File: src/rtl/control_unit.sv
// Hardwired multi-cycle control unit: fetch (F0-F2) plus per-opcode execute (T3-T7).
// Outputs are decoded combinationally from the current state and IR.
module control_unit (
    input  logic        clk,
    input  logic        clr,
    input  logic [31:0] IR,
    input  logic        mem_ready,
    output logic [31:0] enable,
    output logic [31:0] busSelect,
    output logic [3:0]  Control_Signals,
    output logic        MR_Read,
    output logic        mem_write,
    output logic        halted
);

    typedef enum logic [3:0] {
        StIdle, StF0, StF1, StF2, StT3, StT4, StT5, StT6, StT7, StHalt
    } state_e;

    localparam logic [4:0] OpLd   = 5'b00000;
    localparam logic [4:0] OpSt   = 5'b00010;
    localparam logic [4:0] OpAdd  = 5'b00011;
    localparam logic [4:0] OpSub  = 5'b00100;
    localparam logic [4:0] OpAnd  = 5'b00101;
    localparam logic [4:0] OpOr   = 5'b00110;
    localparam logic [4:0] OpAddi = 5'b01011;
    localparam logic [4:0] OpMul  = 5'b01111;
    localparam logic [4:0] OpDiv  = 5'b10000;
    localparam logic [4:0] OpMfhi = 5'b11000;
    localparam logic [4:0] OpMflo = 5'b11001;
    localparam logic [4:0] OpHalt = 5'b11011;

    localparam logic [3:0] AluAdd   = 4'd0;
    localparam logic [3:0] AluSub   = 4'd1;
    localparam logic [3:0] AluAnd   = 4'd2;
    localparam logic [3:0] AluOr    = 4'd3;
    localparam logic [3:0] AluMul   = 4'd6;
    localparam logic [3:0] AluDiv   = 4'd7;
    localparam logic [3:0] AluIncPc = 4'd10;

    localparam int unsigned EnHi  = 16;
    localparam int unsigned EnLo  = 17;
    localparam int unsigned EnPc  = 20;
    localparam int unsigned EnMdr = 21;
    localparam int unsigned EnIr  = 23;
    localparam int unsigned EnZ   = 24;
    localparam int unsigned EnMar = 25;
    localparam int unsigned EnY   = 27;

    localparam int unsigned BusHi  = 16;
    localparam int unsigned BusLo  = 17;
    localparam int unsigned BusZhi = 18;
    localparam int unsigned BusZlo = 19;
    localparam int unsigned BusPc  = 20;
    localparam int unsigned BusMdr = 21;
    localparam int unsigned BusC   = 23;

    state_e state_q, state_d;

    logic [4:0] opcode;
    logic [4:0] ra, rb, rc;
    logic       is_alu, is_addi, is_muldiv, is_ld, is_st, is_mfhi, is_mflo, is_halt;
    logic [3:0] alu_op;

    // Register fields are zero-extended to 5 bits to index the 32-bit strobe vectors.
    assign opcode = IR[31:27];
    assign ra     = {1'b0, IR[26:23]};
    assign rb     = {1'b0, IR[22:19]};
    assign rc     = {1'b0, IR[18:15]};

    always_comb begin
        is_alu    = (opcode == OpAdd) || (opcode == OpSub) ||
                    (opcode == OpAnd) || (opcode == OpOr);
        is_addi   = (opcode == OpAddi);
        is_muldiv = (opcode == OpMul) || (opcode == OpDiv);
        is_ld     = (opcode == OpLd);
        is_st     = (opcode == OpSt);
        is_mfhi   = (opcode == OpMfhi);
        is_mflo   = (opcode == OpMflo);
        is_halt   = (opcode == OpHalt);
        unique case (opcode)
            OpSub:   alu_op = AluSub;
            OpAnd:   alu_op = AluAnd;
            OpOr:    alu_op = AluOr;
            OpMul:   alu_op = AluMul;
            OpDiv:   alu_op = AluDiv;
            default: alu_op = AluAdd;
        endcase
    end

    always_ff @(posedge clk or posedge clr) begin
        if (clr) begin
            state_q <= StIdle;
        end else begin
            state_q <= state_d;
        end
    end

    always_comb begin
        state_d         = state_q;
        enable          = '0;
        busSelect       = '0;
        Control_Signals = '0;
        MR_Read         = 1'b0;
        mem_write       = 1'b0;
        halted          = 1'b0;
        unique case (state_q)
            StIdle: state_d = StF0;
            StF0: begin
                busSelect[BusPc] = 1'b1;
                enable[EnMar]    = 1'b1;
                enable[EnZ]      = 1'b1;
                Control_Signals  = AluIncPc;
                state_d          = StF1;
            end
            StF1: begin
                busSelect[BusZlo] = 1'b1;
                enable[EnPc]      = 1'b1;
                MR_Read           = 1'b1;
                if (mem_ready) begin
                    enable[EnMdr] = 1'b1;
                    state_d       = StF2;
                end
            end
            StF2: begin
                busSelect[BusMdr] = 1'b1;
                enable[EnIr]      = 1'b1;
                state_d           = StT3;
            end
            StT3: begin
                state_d = StF0;
                if (is_alu || is_addi || is_ld || is_st) begin
                    busSelect[rb] = 1'b1;
                    enable[EnY]   = 1'b1;
                    state_d       = StT4;
                end else if (is_muldiv) begin
                    busSelect[ra] = 1'b1;
                    enable[EnY]   = 1'b1;
                    state_d       = StT4;
                end else if (is_mfhi || is_mflo) begin
                    busSelect[is_mfhi ? BusHi : BusLo] = 1'b1;
                    enable[ra] = 1'b1;
                end else if (is_halt) begin
                    state_d = StHalt;
                end
            end
            StT4: begin
                state_d = StT5;
                if (is_alu) begin
                    busSelect[rc]   = 1'b1;
                    Control_Signals = alu_op;
                    enable[EnZ]     = 1'b1;
                end else if (is_addi || is_ld || is_st) begin
                    busSelect[BusC] = 1'b1;
                    Control_Signals = AluAdd;
                    enable[EnZ]     = 1'b1;
                end else if (is_muldiv) begin
                    busSelect[rb]   = 1'b1;
                    Control_Signals = alu_op;
                    enable[EnZ]     = 1'b1;
                end else begin
                    state_d = StF0;
                end
            end
            StT5: begin
                state_d = StF0;
                if (is_alu || is_addi) begin
                    busSelect[BusZlo] = 1'b1;
                    enable[ra]        = 1'b1;
                end else if (is_muldiv) begin
                    busSelect[BusZlo] = 1'b1;
                    enable[EnLo]      = 1'b1;
                    state_d           = StT6;
                end else if (is_ld || is_st) begin
                    busSelect[BusZlo] = 1'b1;
                    enable[EnMar]     = 1'b1;
                    state_d           = StT6;
                end
            end
            StT6: begin
                state_d = StF0;
                if (is_muldiv) begin
                    busSelect[BusZhi] = 1'b1;
                    enable[EnHi]      = 1'b1;
                end else if (is_ld) begin
                    MR_Read = 1'b1;
                    state_d = StT6;
                    if (mem_ready) begin
                        enable[EnMdr] = 1'b1;
                        state_d       = StT7;
                    end
                end else if (is_st) begin
                    busSelect[ra] = 1'b1;
                    enable[EnMdr] = 1'b1;
                    state_d       = StT7;
                end
            end
            StT7: begin
                state_d = StF0;
                if (is_ld) begin
                    busSelect[BusMdr] = 1'b1;
                    enable[ra]        = 1'b1;
                end else if (is_st) begin
                    mem_write = 1'b1;
                    if (!mem_ready) begin
                        state_d = StT7;
                    end
                end
            end
            StHalt: halted = 1'b1;
            default: state_d = StIdle;
        endcase
    end

endmodule

File: config.mk
export PLATFORM = sky130hd
export DESIGN_NAME = control_unit
export DESIGN_NICKNAME = d
export VERILOG_FILES = /design/src/rtl/control_unit.sv
export SDC_FILE = /design/constraint.sdc
export NUM_CORES = 1
export LEC_CHECK = 0
export CORE_ASPECT_RATIO = 1.25
export CORE_UTILIZATION = 38
export CTS_CLUSTER_DIAMETER = 200
export DETAILED_ROUTE_END_ITERATION = 8
export PLACE_DENSITY = 0.82
export SYNTH_ARGS = -nofsm -noshare
export SYNTH_HDL_FRONTEND = slang
export SYNTH_SLANG_ARGS = --single-unit
File: constraint.sdc
create_clock -name clk -period 3.2 [get_ports clk]
set_clock_uncertainty 0.1 [all_clocks]
set_input_delay 0.64 -clock clk [delete_from_list [all_inputs] [get_ports clk]]
set_output_delay 0.64 -clock clk [all_outputs]
set_load 0.02 [all_outputs]
==> run metrics <==
fillers=365; Max-cap violations=0; commonest non-fill, non-tap cells in the layout=75 x buf_4, 35 x nor2_1, 23 x clkdlybuf4s50_1; # setup viols final=0; Worst-Skew Late Latency=0.21 ns; post-route setup TNS=0 ns; sequential share of the synthesized area=6.020%; Max stage delay on crit path=0.28 ns; WP data required=about 2.5 ns; Avg Vias per Cell=5.547; CTS tree=done; nets@finish=about 430; syn avg cell area=approximately 6.5 sq um; total gr overflow=0; global-route wire length before repair=just over 10000 um; Die ar.=4646 sq um; Vias=2463; r2r startpoint=state_q[1]; flop2flop setup slack=1.50 ns; final worst-path cycle share=between 90 and 100%; GRT Total Usage=28.61%; EDFF count, synth=0; post-DP HPWL=approximately 5400 um; worst hold path class=in -> async; reg2reg path depth=5; Worst R2R End=state_q[3]; Slowest-stage cell, CP=clkdlybuf4s15_1; global placer's final weighted congestion=0.9020; Synthesis Warnings=0; Worst setup startpoint=IR[28]; CTS Root Cell=clkbuf_8; CTS Hold Bufs=0; Routed Antenna Nets=0; CTS buffer count=3; die height=between 70 and 80 um; Synth Register Bits=4; Clock transition at path regs=0.03 ns; leakage power=1.401 nW; CP Cell Sequence=clkdlybuf4s15_1 -> buf_4 -> and2_1 -> a32oi_4 -> buf_4 -> o21ai_4 -> buf_6 -> buf_4 -> nand3_1 -> o211ai_1 -> buf_4; vias in the first global route=2276; Syn Std Cell Area=about 1700 sq um; H-Tree Depth=1; Max Fclk=316.2 MHz; # diodes=0; DR pass1 iterations=5; Synth Instances=254; Min Clock Period, post-route=between 3 and 4 ns; Synth cell types=63; unrepaired setup endpoints after global routing=yes; largest register by flop count=state_q; top_reg_cell synth=dfrtp_1; overall power=0.8502 mW; crit path kind=in -> out; maximum VDD drop=0.0001334 V; initial antenna violation count=0; starting density of the core=40.25%; post-detailed-routing wire length=6735 um; share of layout cells above drive strength 1=37.11%; clock tree sinks=4; largest registers=state_q x4; core area=4131 sq um; commonest non-fill, non-tap cell in the layout=buf_4; Layout Area Growth over Synthesis=74.72%; initial DRC count=around 140; max reg flops=4; critical path's most frequent cell=buf_4; I/O pins=about 110; ys async rst share=100.0%; clock tree buffer depth=2; Crit path arrival time=~2.4 ns; critical path peak fanout=6; Rows=26; final hold violations=0; critical path capture point=busSelect[0]; Port-buffer cells=73; DIE WIDTH=around 61 um; Cell Area, Placed=2856 sq um; status=finished clean; CP Launch Type=input pin; pwr/cell area=around 290 nW/um^2; DRC=0; post-DR wirelength/cell=15.17 um; Crit. End Element=output port; final slew viol count=0; pin count of the biggest net entering global routing=17; Final Instance Area=roughly 2900 sq um
[power breakdown]
group          switching (mW)  internal (mW)
Clock                  0.0214         0.0797
Sequential             0.0147         0.0690
Combinational           0.378          0.287
Total                   0.414          0.436
[worst max-delay path: cells and delay by family]
kind,cells,cell delay (ns)
AOI/OAI and AO/OA,3,0.47
buffers and inverters,6,1.07
and+or+nand+nor,2,0.25
[worst min-delay path by stage]
stage | cells after the start | end | from | slack (ns)
2_1_floorplan | 1 | state_q[0] | clr | 0.31
3_3_place_gp | 2 | state_q[2] | state_q[1] | 0.58
3_5_place_dp | 4 | state_q[0] | state_q[3] | 0.64
4_1_cts | 2 | state_q[2] | clr | 0.53
5_1_grt | 2 | state_q[2] | clr | 0.56
6_report | 2 | state_q[2] | clr | 0.52
[cells in the mapped netlist, drive strengths merged (2+ instances only)]
library cell  instances  area [sq um]
a31oi                 4         25.02
a22oi                 5         37.54
buf                  28         206.4
or2                   2         12.52
nand2                19         71.32
clkbuf                7         26.28
nor2                 38         145.1
nand4b                2         17.52
o22ai                 4         25.02
o41ai                 4         35.03
a41oi                 2         17.52
and2                  2         12.51
a32oi                 2         36.29
or3                   3         18.77
nor3                 20         135.1
dfrtp                 4         100.1
nand3b                2         15.01
a21oi                 8         43.79
o32ai                 3         26.28
o2bb2ai               2         17.52
a21boi                2         15.02
and3                  3         18.77
o21ai                14         77.58
inv                  10         37.54
nand2b               14         95.09
nor2b                 7         43.79
nor4                  9         93.84
o311ai                2         17.52
nand3                10         50.05
o31ai                 4         30.03
[logic make-up after synthesis]
| group | count (synthesis) | share of synthesized area (%) |
|---|---|---|
| and+or+nand+nor | 137 | 47.63 |
| DFF | 4 | 6.020 |
| other | 1 | 0.2255 |
| buffers and inverters | 45 | 16.25 |
| AOI/OAI and AO/OA | 67 | 29.87 |
[per-stage QoR]
stage | hold WS, ns | setup slack [ns] | util, % | std cells
final | 0.5226 | 0.03709 | 70.32 | 444
after global routing | 0.5568 | -0.02409 | 70.32 | 444
after CTS | 0.5254 | 0.002264 | 71.47 | 440
after detailed placement | 0.6447 | -0.6721 | 69.14 | 436
after global placement | 0.5752 | -0.6282 | 69.14 | 436
after floorplan | 0.3061 | -0.1827 | - | 270
[cell type report]
cell class / instances / area [sq um] / share of cell area [%]
inverters: 10 / 37.54 / 1.292
flip-flops and latches: 4 / 100.1 / 3.445
repair buffers: 150 / 1225 / 42.16
multi-input cells: 221 / 1431 / 49.27
well taps: 56 / 70.07 / 2.412
clock buffers: 3 / 41.29 / 1.421
[routing by layer]
layer / global-route usage [%] / up-vias / wire length, um
met3: 3.584 / 22 / 423
met1: 31.61 / 1133 / 2496
li1: - / 1178 / -
met5: 0 / - / 0
met4: 12.27 / 0 / 231
met2: 51.63 / 130 / 3584
[repair_timing]
action                                  4_1_cts  5_1_grt
endpoints found under the setup margin       49       38
buffers inserted                              1        4
pin swaps                                     2        3
gates resized for setup                     114       50
Note: power is estimated with default switching activity, not from simulation.
